<file path="src/rtl/muldiv_unit.sv">
// Iterative RV32M multiply/divide unit: shift-add multiply and restoring divide,
// one bit per cycle, with a fixed DATA_WIDTH+1 cycle start-to-done latency.
module muldiv_unit #(
  parameter int DATA_WIDTH = 32
) (
  input  logic                  clk_i,
  input  logic                  rst_i,
  input  logic                  start_i,
  input  logic [2:0]            op_i,
  input  logic [DATA_WIDTH-1:0] operand_a_i,
  input  logic [DATA_WIDTH-1:0] operand_b_i,
  output logic                  busy_o,
  output logic                  done_o,
  output logic [DATA_WIDTH-1:0] result_o
);

  localparam int W  = DATA_WIDTH;
  localparam int CW = $clog2(W + 1);
  localparam logic [W-1:0] MOST_NEG = {1'b1, {(W-1){1'b0}}};

  typedef enum logic [1:0] {IDLE, CALC, FINISH} state_t;

  state_t        state;
  logic [2:0]    op;
  logic [W-1:0]  operand_mag;
  logic [W-1:0]  hi;
  logic [W-1:0]  lo;
  logic [CW-1:0] count;
  logic          sign_flag;
  logic          rem_sign;
  logic          special;
  logic [W-1:0]  special_val;

  logic          a_signed, b_signed, a_neg, b_neg, div_zero, div_ovf;
  logic [W-1:0]  a_mag, b_mag, special_calc;

  // Operand conditioning, consumed only on the edge that accepts a start.
  always_comb begin
    a_signed = (op_i == 3'b001) || (op_i == 3'b010) || (op_i == 3'b100) || (op_i == 3'b110);
    b_signed = (op_i == 3'b001) || (op_i == 3'b100) || (op_i == 3'b110);
    a_neg    = a_signed && operand_a_i[W-1];
    b_neg    = b_signed && operand_b_i[W-1];
    a_mag    = a_neg ? -operand_a_i : operand_a_i;
    b_mag    = b_neg ? -operand_b_i : operand_b_i;
    div_zero = op_i[2] && (operand_b_i == '0);
    div_ovf  = op_i[2] && !op_i[0] && (operand_a_i == MOST_NEG) && (operand_b_i == '1);
    if (div_zero) begin
      special_calc = op_i[1] ? operand_a_i : '1;
    end else begin
      special_calc = op_i[1] ? '0 : MOST_NEG;
    end
  end

  logic [W:0]     mul_sum;
  logic [W:0]     div_shift;
  logic           div_ge;
  logic [W-1:0]   hi_next, lo_next;
  logic [2*W-1:0] product, product_signed;
  logic [W-1:0]   quotient, remainder, final_result;

  // hi/lo hold the product halves for multiply, remainder/quotient for divide.
  always_comb begin
    mul_sum   = {1'b0, hi} + (lo[0] ? {1'b0, operand_mag} : '0);
    div_shift = {hi, lo[W-1]};
    div_ge    = div_shift >= {1'b0, operand_mag};
    if (op[2]) begin
      hi_next = div_ge ? (div_shift[W-1:0] - operand_mag) : div_shift[W-1:0];
      lo_next = {lo[W-2:0], div_ge};
    end else begin
      hi_next = mul_sum[W:1];
      lo_next = {mul_sum[0], lo[W-1:1]};
    end
    product        = {hi_next, lo_next};
    product_signed = sign_flag ? -product : product;
    quotient       = sign_flag ? -lo_next : lo_next;
    remainder      = rem_sign ? -hi_next : hi_next;
    if (special) begin
      final_result = special_val;
    end else if (op[2]) begin
      final_result = op[1] ? remainder : quotient;
    end else if (op[1:0] == 2'b00) begin
      final_result = product_signed[W-1:0];
    end else begin
      final_result = product_signed[2*W-1:W];
    end
  end

  always_ff @(posedge clk_i) begin
    if (rst_i) begin
      state       <= IDLE;
      busy_o      <= 1'b0;
      done_o      <= 1'b0;
      result_o    <= '0;
      op          <= '0;
      operand_mag <= '0;
      hi          <= '0;
      lo          <= '0;
      count       <= '0;
      sign_flag   <= 1'b0;
      rem_sign    <= 1'b0;
      special     <= 1'b0;
      special_val <= '0;
    end else begin
      case (state)
        IDLE, FINISH: begin
          done_o <= 1'b0;
          if (start_i) begin
            state       <= CALC;
            busy_o      <= 1'b1;
            op          <= op_i;
            count       <= CW'(W);
            hi          <= '0;
            lo          <= op_i[2] ? a_mag : b_mag;
            operand_mag <= op_i[2] ? b_mag : a_mag;
            sign_flag   <= a_neg ^ b_neg;
            rem_sign    <= a_neg;
            special     <= div_zero || div_ovf;
            special_val <= special_calc;
          end else begin
            state <= IDLE;
          end
        end
        CALC: begin
          hi <= hi_next;
          lo <= lo_next;
          if (count == CW'(1)) begin
            state    <= FINISH;
            busy_o   <= 1'b0;
            done_o   <= 1'b1;
            result_o <= final_result;
          end else begin
            count <= count - 1'b1;
          end
        end
        default: state <= IDLE;
      endcase
    end
  end

endmodule

</file>
<file path="config.mk">
export PLATFORM = sky130hd
export DESIGN_NAME = muldiv_unit
export DESIGN_NICKNAME = d
export VERILOG_FILES = /design/src/rtl/muldiv_unit.sv
export SDC_FILE = /design/constraint.sdc
export NUM_CORES = 1
export LEC_CHECK = 0
export CAP_MARGIN = 25
export CORE_ASPECT_RATIO = 1.75
export CORE_MARGIN = 2
export CORE_UTILIZATION = 49
export CTS_CLUSTER_SIZE = 24
export DETAILED_ROUTE_END_ITERATION = 12
export PLACE_DENSITY = 0.72
export SLEW_MARGIN = 40
export SYNTH_ARGS = -nofsm -noshare
export SYNTH_HDL_FRONTEND = slang
export SYNTH_SLANG_ARGS = --single-unit
</file>
<file path="constraint.sdc">
create_clock -name clk_i -period 11 [get_ports clk_i]
set_input_delay 3.3 -clock clk_i [delete_from_list [all_inputs] [get_ports clk_i]]
set_output_delay 3.3 -clock clk_i [all_outputs]
set_load 0.05 [all_outputs]
</file>
; Word-level counts from Yosys, hierarchy flattened
; Index checks and enable logic that the tools add are counted.
[totals]
register_bits = 176
latchBits = 0
mem_bits_rw = 0
rom_bits = 0
out_inout_bits = 34
elab_cells = 92
memories = 0
[op_classes]
addsub = 8
multipliers = 0
div_mod_pow = 0
n_lt_le_gt_ge = 1
n_eq_ne = 12
shifts = 0
mux = 33
n_bitwise = 1
n_reduce_logical = 24
[ops]
columns = operator, n
row1 = two-way mux 32 bit, 19
row2 = negator 32 bit, 4
row3 = case mux 32 bit (2 select lines), 2
row4 = equality test 32 bit (second input constant), 2
row5 = two-way mux 64 bit, 1
row6 = negator 64 bit, 1
row7 = adder 32 x 32 -> 33 bit, 1
row8 = >= comparator 33 x 32 -> 1 bit, 1
row9 = logical NOT 32 bit, 1
row10 = subtractor 32 bit, 1
row11 = two-way mux 6 bit, 2
row12 = case mux 6 bit (2 select lines), 1
row13 = AND reduction 2 bit, 4
row14 = equality test 3 bit (second input constant), 2
row15 = equality test 6 x 1 -> 1 bit (second input constant), 1
row16 = logical AND 1 bit, 6
row17 = logical OR 1 bit, 6
row18 = inequality test 2 bit (second input constant), 3
row19 = AND reduction 3 bit, 2
row20 = subtractor 6 x 1 -> 6 bit (second input constant), 1
row21 = logical NOT 2 bit, 2
row22 = two-way mux 1 bit, 4
row23 = case mux 1 bit (2 select lines), 2
row24 = case mux 2 bit (2 select lines), 1
row25 = 9 further kinds, 9

; Longest topological paths before layout
[logic_depth]
word_depth = 9
depth_mapped = 23
mapped_depth_nobuf = 20

; Worst setup path after synthesis
; Ideal clock, no wire load.
[synth_path]
kind = input-to-reg
startpoint = in operand_b_i[0]
endpoint = reg special_val[15]
t_arrival_ns = 5.675
setup_slack_ns = 5.268
stages = 13
cell_sequence = inv_1 -> ha_1 -> nand2_1 -> or3_1 -> nand2b_1 -> nor3b_1 -> and2_1 -> nand2_1 -> nor4b_1 -> nand3_1 -> clkbuf_1 -> a21oi_1 -> a21o_1
[synth_between]
elab_chain_cells = 3
[synth_lines]
columns = element, line_no
row1 = from (decl), 11  ; input logic [DATA_WIDTH-1:0] operand_b_i,
row2 = logical NOT 32 bit, 45  ; div_zero = op_i[2] && (operand_b_i == '0);
row3 = logical AND 1 bit, 45
row4 = two-way mux 32 bit, 47  ; if (div_zero) begin
row5 = to (signal assigned), 118  ; special_val <= special_calc;
row6 = to (decl), 32  ; logic [W-1:0] special_val;
; Every way passes these cells.
; A chain may end at the register's enable or synchronous reset.

; Worst setup path after layout
[layout_path]
startpoint = in operand_b_i[10]
endpoint = reg special_val[15]
; Same word-level chain as after synthesis.

==> qor.txt <==
Core Area: 34500 um^2
Initial Utilization: 49.5%
# diodes: 0
Clock buffer depth: 2
Synth Instances: 2414
Share of post-route cells with drive strength above 1: 5.80%
Internal: 1290 uW
P&R area growth vs syn: 11.3%
Initial antenna violation count: 2
Antenna viol nets, final: 0
Pleak: 0.00709 uW
IO buf count: 103
# hold bufs at CTS: 0
DR pass1 iterations: 6
Clk pin slew, worst setup/hold paths: 0.09 ns
CTS resizes: 0
CTS sink cnt: 176
Drt via density: 6.56
Part of the power in combinational logic: 40.2%
WL per Instance: 26.1 um
# rows: 90
Die width: 145 um
Max rail drop VDD: 0.127 mV
Arrival @ worst endpoint: 7.21 ns
Worst-margin pin slew: 1.00 ns
Number of distinct library cells after synthesis: 96
Vias in the first global route: 18500
Period utilization: 61.7%
Setup ws final: 4.22 ns
Post-synth EDFFs: 0
Max-slew headroom: 32.9%
CP Capture Type: flip-flop
CTS tree: done
Worst min path class: flip-flop to flip-flop
RSZ-0062 raised after global routing: no
Pin count of the biggest net entering global routing: 79
Die area: 36400 um^2
Final hold vios: 0
Clk_lat worst skew: 0.47 ns
Switching Share: 44.2%
Part of the power in registers: 30.8%
CTS root buffer: clkbuf_16
YS warnings: 0
Synth Register Bits: 176
Setup total negative slack: 0 ns
Fin. max-slew vios: 0
Nets: 2545
WP data required: 11.43 ns
Critical-path maximum fanout: 31
Post-CTS setup buffers: 0
Clock skew: 0.0174 ns
Top Ports: 104
Vias: 18900
DRT iter0 DRCs: 1443
Kind of critical path: input pin to flip-flop
Synthesized area: 17100 um^2
All-Layer GR Usage: 40.4%
Ys flop type: dfxtp_1
Fin crit period: 6.78 ns
Post-Route WL: 74.9 mm
Outcome: complete, no violations
Fmax: 0.147 GHz
CP startpoint kind: input pin
Post-synthesis async set-or-reset flop share: 0%
Switching pwr: 1020 uW
Clock Power Share: 28.9%
Num CTS Buffers: 17
PD cells: 122 nW/um^2
First-pass GRT wire length: 112 mm
Register area share after synthesis: 20.6%
Global placer's final weighted congestion: 1.08
Detailed Place HPWL: 58.7 mm
Power, Total: 2310 uW
Dpl ws: 3.87 ns
Synth Net Count: 2557
Max Cap Viol: 0
# H-tree levels: 4
Setup Viol. Count Final: 0
DRC violations left: 0
Die boundary height: 251 um
Total gr overflow: 0
Avg Inst Size Synth: 7.07 um^2
metal layers:
layer	vias to the layer above	track usage [%]	share of wire (%)
li1	8760	-	-
met1	8806	39.1	33
met2	935	71.4	49
met3	356	6.61	6.1
met4	2	40.5	12
met5	-	0	0.024
sequential cells by signal (all words and copies together), names as in the netlist, 2 cells and up:
signal,cells
lo,32
state,2
result_o,32
op,3
operand_mag,32
special_val,32
hi,32
count,6
critical path: stages:
cell,delay (ns)
clkdlybuf4s50_1,0.48
nor3_1,0.45
nand2b_1,0.18
nor4_1,0.40
nor3b_1,0.42
and2_1,0.23
nand2_1,0.11
nor4b_1,0.58
nand3_2,0.61
a21oi_1,0.32
a21o_1,0.11
power by group through the flow:
| stage | logic [uW] | clock network [uW] | registers (uW) |
|---|---|---|---|
| 3_5_place_dp | 889 | 0 | 726 |
| 5_1_grt | 988 | 700 | 717 |
| 4_1_cts | 894 | 673 | 711 |
| 3_3_place_gp | 881 | 0 | 725 |
| 6_report | 931 | 670 | 714 |
| 2_1_floorplan | 595 | 0 | 715 |
cell usage after synthesis (48+ instances only):
| master | number | area (um^2) |
|---|---|---|
| a211oi_1 | 78 | 586 |
| nor3_1 | 70 | 350 |
| nand2_1 | 264 | 991 |
| nor2b_1 | 48 | 300 |
| clkbuf_1 | 139 | 522 |
| a21oi_1 | 203 | 1020 |
| dfxtp_1 | 176 | 3520 |
| xnor2_1 | 113 | 990 |
| o211ai_1 | 48 | 360 |
| nor2_1 | 253 | 950 |
| o21ai_0 | 172 | 861 |
| ha_1 | 71 | 888 |
| xor2_1 | 68 | 596 |
| inv_1 | 74 | 278 |
cell type report:
cell class	count	area (um^2)
clock buffers	17	425
multi-input cells	1999	12700
inverters	76	287
fillers	3443	15500
well taps	460	576
clock inverters	15	216
repair buffers	132	1250
flip-flops and latches	176	3530
kinds of logic (layout without fill, tap and decap cells):
group | after synthesis | count (layout) | synth area share (%)
AOI/OAI and AO/OA | 803 | 803 | 31.3
xor gates and xnor gates | 181 | 181 | 9.28
adders and majority gates | 73 | 73 | 5.44
buffers and inverters | 239 | 240 | 5.46
DFF | 176 | 176 | 20.6
muxes | 43 | 43 | 2.64
and+or+nand+nor | 899 | 899 | 25.2
worst paths after layout:
| kind | from | to | slack [ns] | cells past startpoint |
|---|---|---|---|---|
| min reg2reg | result_o[6] | result_o[6] | 0.44 | 2 |
| min | result_o[6] | result_o[6] | 0.44 | 2 |
| max reg2reg | operand_mag[12] | result_o[16] | 4.48 | 20 |
| max | operand_b_i[10] | special_val[15] | 4.22 | 11 |
stage by stage:
| step | instance area (um^2) | std cells | utilization (%) | hold WS (ns) |
|---|---|---|---|---|
| after floorplan | 17100 | 2414 | - | 0.416 |
| after CTS | 18900 | 2874 | 55.0 | 0.444 |
| after detailed placement | 18300 | 2842 | 53.1 | 0.434 |
| after global routing | 19000 | 2875 | 55.1 | 0.464 |
| after global placement | 18300 | 2842 | 53.0 | 0.430 |
| final | 19000 | 2875 | 55.1 | 0.441 |
cells in the final DEF, fill, tap and decap left out, types with 34 or more instances in the layout:
cell,netlist,routed
nand2_1,264,264
nor2_1,253,249
a21oi_1,203,202
dfxtp_1,176,174
o21ai_0,172,171
xnor2_1,113,112
clkdlybuf4s50_1,0,101
a211oi_1,78,77
inv_1,74,74
ha_1,71,71
nor3_1,70,70
xor2_1,68,68
o211ai_1,48,48
nor2b_1,48,46
and2_1,45,44
nand3_1,41,40
a21o_1,37,37
o31ai_1,35,34
a22oi_1,34,34
Power figures use the tool's default switching activity.
